`config.mk`:
```
export PLATFORM = sky130hd
export DESIGN_NAME = fetch_unit
export DESIGN_NICKNAME = d
export VERILOG_FILES = /design/src/rtl/fetch_unit.sv
export SDC_FILE = /design/constraint.sdc
export NUM_CORES = 1
export LEC_CHECK = 0
export ABC_AREA = 1
export CORE_AREA = 8 8 114 95
export DETAILED_ROUTE_END_ITERATION = 10
export DIE_AREA = 0 0 122 103
export PLACE_DENSITY_LB_ADDON = 0.05
export SYNTH_ARGS = -nofsm -noshare
export SYNTH_HDL_FRONTEND = slang
export SYNTH_SLANG_ARGS = --single-unit
export TNS_END_PERCENT = 10
```
`constraint.sdc`:
```
create_clock -name clk -period 2.46 [get_ports clk]
set_input_delay 0.492 -clock clk [delete_from_list [all_inputs] [get_ports clk]]
set_output_delay 0.492 -clock clk [all_outputs]
set_load 0.03 [all_outputs]
```
`src/rtl/fetch_unit.sv`:
```
// Instruction fetch stage: PC, instruction register and req/ack memory read.
// Optional FETCH_TIMEOUT_EN adds a bounded wait with a sticky fetch_fault flag.
module fetch_unit #(
    parameter int                ADDR_W   = 16,
    parameter logic [ADDR_W-1:0] RESET_PC = 16'h0000,
    parameter int                TIMEOUT  = 15
) (
    input  logic              clk,
    input  logic              reset,
    input  logic              fetch_req,
    input  logic [1:0]        pc_sel,
    input  logic              cond_true,
    input  logic [ADDR_W-1:0] reg_target,
    output logic [ADDR_W-1:0] mem_addr,
    output logic              mem_rd,
    input  logic [15:0]       mem_rdata,
    input  logic              mem_ack,
    output logic [15:0]       instr,
    output logic              instr_valid,
    output logic              busy,
    output logic [ADDR_W-1:0] pc,
    output logic [ADDR_W-1:0] pc_link,
    output logic              seq_err,
    output logic              fetch_fault
);

    typedef enum logic {IDLE, WAIT} state_t;

    state_t            state, state_nx;
    logic [ADDR_W-1:0] pc_nx, addr_nx, pc_inc, disp;
    logic              rd_nx, valid_nx, seq_nx;
    logic [15:0]       instr_nx;

`ifdef FETCH_TIMEOUT_EN
    logic [3:0] wait_cnt, cnt_nx;
    logic       fault_q, fault_nx;
`endif

    assign pc_inc  = pc + 1'b1;
    assign pc_link = pc_inc;
    assign disp    = {{(ADDR_W-8){instr[7]}}, instr[7:0]};
    assign busy    = (state == WAIT);

    always_comb begin
        state_nx = state;
        pc_nx    = pc;
        addr_nx  = mem_addr;
        rd_nx    = mem_rd;
        instr_nx = instr;
        valid_nx = instr_valid;
        seq_nx   = seq_err;
`ifdef FETCH_TIMEOUT_EN
        cnt_nx   = wait_cnt;
        fault_nx = fault_q;
`endif
        case (state)
            IDLE: begin
                case (pc_sel)
                    2'b01:   pc_nx = pc_inc;
                    2'b10:   pc_nx = cond_true ? reg_target : pc_inc;
                    2'b11:   pc_nx = cond_true ? pc + disp : pc_inc;
                    default: pc_nx = pc;
                endcase
                // Fetch address is the post-update PC so a same-cycle branch is honoured.
                if (fetch_req) begin
                    state_nx = WAIT;
                    rd_nx    = 1'b1;
                    addr_nx  = pc_nx;
                    valid_nx = 1'b0;
`ifdef FETCH_TIMEOUT_EN
                    cnt_nx   = '0;
`endif
                end
            end
            WAIT: begin
                if (fetch_req || pc_sel != 2'b00)
                    seq_nx = 1'b1;
                if (mem_ack) begin
                    state_nx = IDLE;
                    rd_nx    = 1'b0;
                    instr_nx = mem_rdata;
                    valid_nx = 1'b1;
                end
`ifdef FETCH_TIMEOUT_EN
                // wait_cnt counts earlier ack-less WAIT cycles; ack in the last cycle still wins.
                else if (wait_cnt == 4'(TIMEOUT - 1)) begin
                    state_nx = IDLE;
                    rd_nx    = 1'b0;
                    instr_nx = '0;
                    valid_nx = 1'b1;
                    fault_nx = 1'b1;
                end else begin
                    cnt_nx = wait_cnt + 4'd1;
                end
`endif
            end
            default: state_nx = IDLE;
        endcase
    end

    always_ff @(posedge clk or negedge reset) begin
        if (!reset) begin
            state       <= IDLE;
            pc          <= RESET_PC;
            mem_addr    <= RESET_PC;
            mem_rd      <= 1'b0;
            instr       <= '0;
            instr_valid <= 1'b0;
            seq_err     <= 1'b0;
        end else begin
            state       <= state_nx;
            pc          <= pc_nx;
            mem_addr    <= addr_nx;
            mem_rd      <= rd_nx;
            instr       <= instr_nx;
            instr_valid <= valid_nx;
            seq_err     <= seq_nx;
        end
    end

`ifdef FETCH_TIMEOUT_EN
    always_ff @(posedge clk or negedge reset) begin
        if (!reset) begin
            wait_cnt <= '0;
            fault_q  <= 1'b0;
        end else begin
            wait_cnt <= cnt_nx;
            fault_q  <= fault_nx;
        end
    end

    assign fetch_fault = fault_q;
`else
    assign fetch_fault = 1'b0;
`endif

endmodule
```
## Word level (Yosys, flattened, before mapping)

Index checks and enable logic that the tools add are counted.

- $add $sub $neg: 2
- Eq/ne operators: 5
- Muxes and demuxes: 12
- Bitwise gates (word level): 1
- Reductions and logical operators: 6

Operator list:

| kind | count |
|---|---|
| one-hot mux 16 bit (3 select lines) | 1 |
| 2-to-1 mux 16 bit | 2 |
| adder 16 x 1 -> 16 bit (second input constant) | 1 |
| adder 16 bit | 1 |
| AND reduction 2 bit | 4 |
| 2-to-1 mux 1 bit | 6 |
| one-hot mux 1 bit (2 select lines) | 3 |
| == test 2 bit (second input constant) | 2 |
| inequality test 2 bit (second input constant) | 2 |
| == test 2 x 1 -> 1 bit (second input constant) | 1 |
| nonzero test 2 bit | 1 |
| logical OR 1 bit | 1 |
| NOT 1 bit | 1 |

- Bits in registers: 52
- Input port bits: 39
- Logic and storage cells: 33

## Longest topological paths before layout

Gate-level depths: netlist of the first run.

- Depth in word-level cells: 3
- Mapped depth: 14

## Least setup slack after synthesis of the first run

OpenSTA, ideal clock, no wires.

- Path type: reg-to-output
- Start: register pc[1]
- End: output port pc_link[14]
- Arrival: 1670 ps
- Data required time: 1968 ps
- Setup slack: 298 ps
- Stages on the path, launching flop included: 8
- Cells stage by stage: dfrtp_1 ha_1 nand2_1 nor2_8 nand2_2 o21ai_2 nand2_2 inv_1

- Word-level cells in the longest chain between the ends: 1

Ends and longest elaborated chain:

| element | line | source |
|---|---|---|
| start: declaration | 21 | `output logic [ADDR_W-1:0] pc,` |
| start signal: assignment | 112 | `pc <= pc_nx;` |
| adder 16 x 1 -> 16 bit | 39 | `assign pc_inc = pc + 1'b1;` |
| end: declaration | 22 | `output logic [ADDR_W-1:0] pc_link,` |

Every way passes these cells.

## Final worst setup path of the first run

- Start: register pc[0]
- End: output port pc_link[3]

Same word-level chain as after synthesis.

==> metrics.log, run 1 <==
INFO  metric route.final.wire_length = 13800 µm
INFO  metric drt_pre_antenna_iters = 5
INFO  metric fmax = 0.423 GHz
INFO  metric worst_skew_pair.late_latency = 0.32 ns
INFO  metric number_of_global_route_vias_before_repair = 4391
INFO  metric synth_area_leaders = dfrtp_1 33%, nand2_1 28%, inv_1 7.2%, nand3_1 6.5%, ha_1 5.1%
INFO  metric regToRegStartpoint = pc[0]
INFO  metric antenna_violations_before_repair = 0
INFO  metric cellLeakagePower = 2.94 nW
INFO  metric power.ir.vdd_worst = 0.704 mV
INFO  metric gp_congestion = 0.911
INFO  metric cp_max_fo = 4
INFO  metric timing.reg2reg.setup_slack = 0.20 ns
INFO  metric antenna_cells = 0
INFO  metric finish.net_count = 816
INFO  metric combined_area_of_all_synthesized_cells = 0.00396 mm²
INFO  metric core = 0.00888 mm²
INFO  metric cts.path.max_buffers = 2
INFO  metric maxCapViolCount = 0
INFO  metric worst_hold_slack_across_all_endpoints = 0.169 ns
INFO  metric power-per-cell-area = 1050 mW/mm²
INFO  metric critPathArrivalTime = 1.87 ns
INFO  metric synth_cell_type_count = 38
INFO  metric worst_r2r_path_depth = 14
INFO  metric layout-drive-gt1-share = 8.54%
INFO  metric clock_skew = 0.0145 ns
INFO  metric grt-ovfl-total = 0
INFO  metric post_drt_wl_per_cell = 15.8 µm
INFO  metric io_pins = 108
INFO  metric detail_route.iter0.violations = 331
INFO  metric die_width = 122 µm
INFO  metric antenna_violating_nets_post_route = 0
INFO  metric timing_worst_setup_path_type = register to output pin
INFO  metric buffer_ports.inserted = 106
INFO  metric floorplan.die.height = 103 µm
INFO  metric initial_core_util = 44.5%
INFO  metric route.vias.total = 4491
INFO  metric setup-violations-final = 0
INFO  metric grt.busiest_layer = met2
INFO  metric clock_tree.htree_level_count = 2
INFO  metric cts_num_sinks = 52
INFO  metric synth_seq_cells = 52
INFO  metric timing.critical_path.required = 1.97 ns
INFO  metric library_cell_occupying_the_most_area_in_the_post_synthesis_netlist = dfrtp_1
INFO  metric synth_enable_flop_cells = 0
INFO  metric timing.final.crit_share = 96.1%
INFO  metric hpwl = 11100 µm
INFO  metric global_route.usage.met3 = 5.36%
INFO  metric grt_pass1_wl = 22300 µm
INFO  metric syn_to_final_growth = 37.3%
INFO  metric ys_seq_area_share = 32.9%
INFO  metric period_needed = 2.36 ns
INFO  metric synth.top_cell.area_share = 32.9%
INFO  metric post_cts_hold_buffer_count = 0
INFO  metric slew_violations = 0
INFO  metric groute.layer.met2.usage = 36.6%
INFO  metric totalNegativeSetupSlack = 0 ns
INFO  metric rsz_0062_raised_after_global_routing = true
INFO  metric synth.most_common_cell = nand2_1
INFO  metric syn_area_per_cell = 6.21 µm²
INFO  metric syn_inst_count = 637
INFO  metric floorplan.die_area = 0.0126 mm²
INFO  metric cts_tree = built
INFO  metric slew-limit-headroom = 58.5%
INFO  metric min_delay_path_class = input pin to asynchronous set/reset pin
INFO  metric numCtsBuffers = 5
INFO  metric cts-root-buf = clkbuf_8
INFO  metric r2r-end = pc[14]
INFO  metric pin_count_of_the_biggest_net_entering_global_routing = 29
INFO  metric clock_transition_at_the_register_clock_pins_on_the_worst_setup_and_hold_paths_after_cts = 0.11 ns
INFO  metric finalHoldViolations = 0
INFO  metric vias_per_cell = 5.13
INFO  metric fp-row-count = 31
INFO  metric mappedNetlistNets = 693
INFO  metric crit_path_end_kind = output pin
INFO  metric synthTopCellsByCount = 291 x nand2_1, 76 x inv_1, 52 x dfrtp_1
INFO  metric async_flop_share = 100%
INFO  metric global_route.usage.met1 = 29.2%
INFO  metric detailedPlace.worstSlack = 0.0984 ns
INFO  metric cp-start-kind = register
INFO  metric synthesis.yosys.warnings = 0
INFO  metric result_of_the_run = finished clean
INFO  metric grt_use_total = 22.4%
INFO  metric synth_ff_type = dfrtp_1
INFO  metric drc_violations_left = 0
INFO  metric finalWorstSetupSlack = 0.0960 ns
INFO  metric worst_pin_slew = 0.623 ns
## worst max-delay path, stage by stage, from the launching register on
cell and delay, ns:
dfrtp_1 0.45, nand3_2 0.16, xor2_1 0.17, inv_1 0.09, clkdlybuf4s50_1 0.69
## flip-flops by register name, indices dropped and copies added, names as in the netlist
signal	cells
pc	16
instr_valid	1
instr	16
seq_err	1
mem_rd	1
busy	1
mem_addr	16
## cell type report
cell class / count / area [µm²]
inverters: 80 / 300
fillers: 866 / 3450
well taps: 115 / 144
clock buffers: 6 / 72.6
clock inverters: 2 / 38.8
multi-input cells: 488 / 2300
flip-flops and latches: 52 / 1300
repair buffers: 133 / 1270
## timing repair
item	in CTS	in global routing
pin swaps	0	2
resized for setup	8	11
setup buffers	0	0
endpoints found under the setup margin	8	17
## cells in the final DEF (no fill, tap or decap), types with 15 or more instances in the layout
cell type	count
a21oi_1	21
nand2_1	289
buf_4	28
o21ai_0	24
dfrtp_1	52
inv_1	76
ha_1	15
nand3_1	49
nor2_1	38
clkdlybuf4s50_1	92
## logic make-up after synthesis
| kind of cell | share of synthesized area, % |
|---|---|
| compound gates | 8.32 |
| xor+xnor | 1.52 |
| fa+ha+maj | 5.57 |
| buf+inv | 9.46 |
| flops | 32.9 |
| other cells | 0.0948 |
| simple gates | 42.1 |
## routing by layer
metal / part of all wire, % / vias up
li1: - / 2219
met1: 45 / 2064
met2: 45 / 189
met3: 8.5 / 19
met4: 1.3 / 0
met5: 0 / -
## metrics by stage
stage / power, mW / instance area, µm² / cells / util, %
6_report: 5.68 / 5430 / 876 / 61.1
5_1_grt: 6.10 / 5430 / 876 / 61.1
4_1_cts: 5.69 / 5420 / 876 / 61.1
3_5_place_dp: 5.07 / 5320 / 868 / 59.9
3_3_place_gp: 5.02 / 5320 / 868 / 59.9
2_1_floorplan: 3.54 / 3960 / 637 / -
## where the power goes
part	switching [mW]	internal (mW)	total, mW
sequential	0.212	1.11	1.32
clock	0.317	0.308	0.625
combinational	2.36	1.38	3.74
total	2.89	2.80	5.68
## worst max path at each step
stage	from	end	slack, ns	cells after the start
floorplan	pc[1]	pc_link[14]	0.30	7
global placement	instr[0]	pc[14]	0.16	14
detailed placement	instr[0]	pc[14]	0.1	14
CTS	pc[0]	pc_link[3]	0.06	4
global route	pc[0]	pc_link[11]	-0.03	8
finish	pc[0]	pc_link[3]	0.1	4
No activity file was read; power rests on OpenSTA's default activity.
==> inputs of run 2 (changes only) <==
--- a/config.mk
+++ b/config.mk
@@ -9,6 +9,7 @@
 export CORE_AREA = 8 8 114 95
 export DETAILED_ROUTE_END_ITERATION = 10
 export DIE_AREA = 0 0 122 103
+export HOLD_SLACK_MARGIN = 0.06
 export PLACE_DENSITY_LB_ADDON = 0.05
 export SYNTH_ARGS = -nofsm -noshare
 export SYNTH_HDL_FRONTEND = slang
==> results of run 2 <==
No change in the layout: final DEF, timing and power equal those of run 1.
==> inputs of run 3 (changes only) <==
--- a/config.mk
+++ b/config.mk
@@ -7,8 +7,10 @@
 export LEC_CHECK = 0
 export ABC_AREA = 1
 export CORE_AREA = 8 8 114 95
+export CTS_CLUSTER_SIZE = 30
 export DETAILED_ROUTE_END_ITERATION = 10
 export DIE_AREA = 0 0 122 103
+export GPL_TIMING_DRIVEN = 1
 export HOLD_SLACK_MARGIN = 0.06
 export PLACE_DENSITY_LB_ADDON = 0.05
 export SYNTH_ARGS = -nofsm -noshare
==> results of run 3 <==
No change in the layout: final DEF, timing and power equal those of run 1.
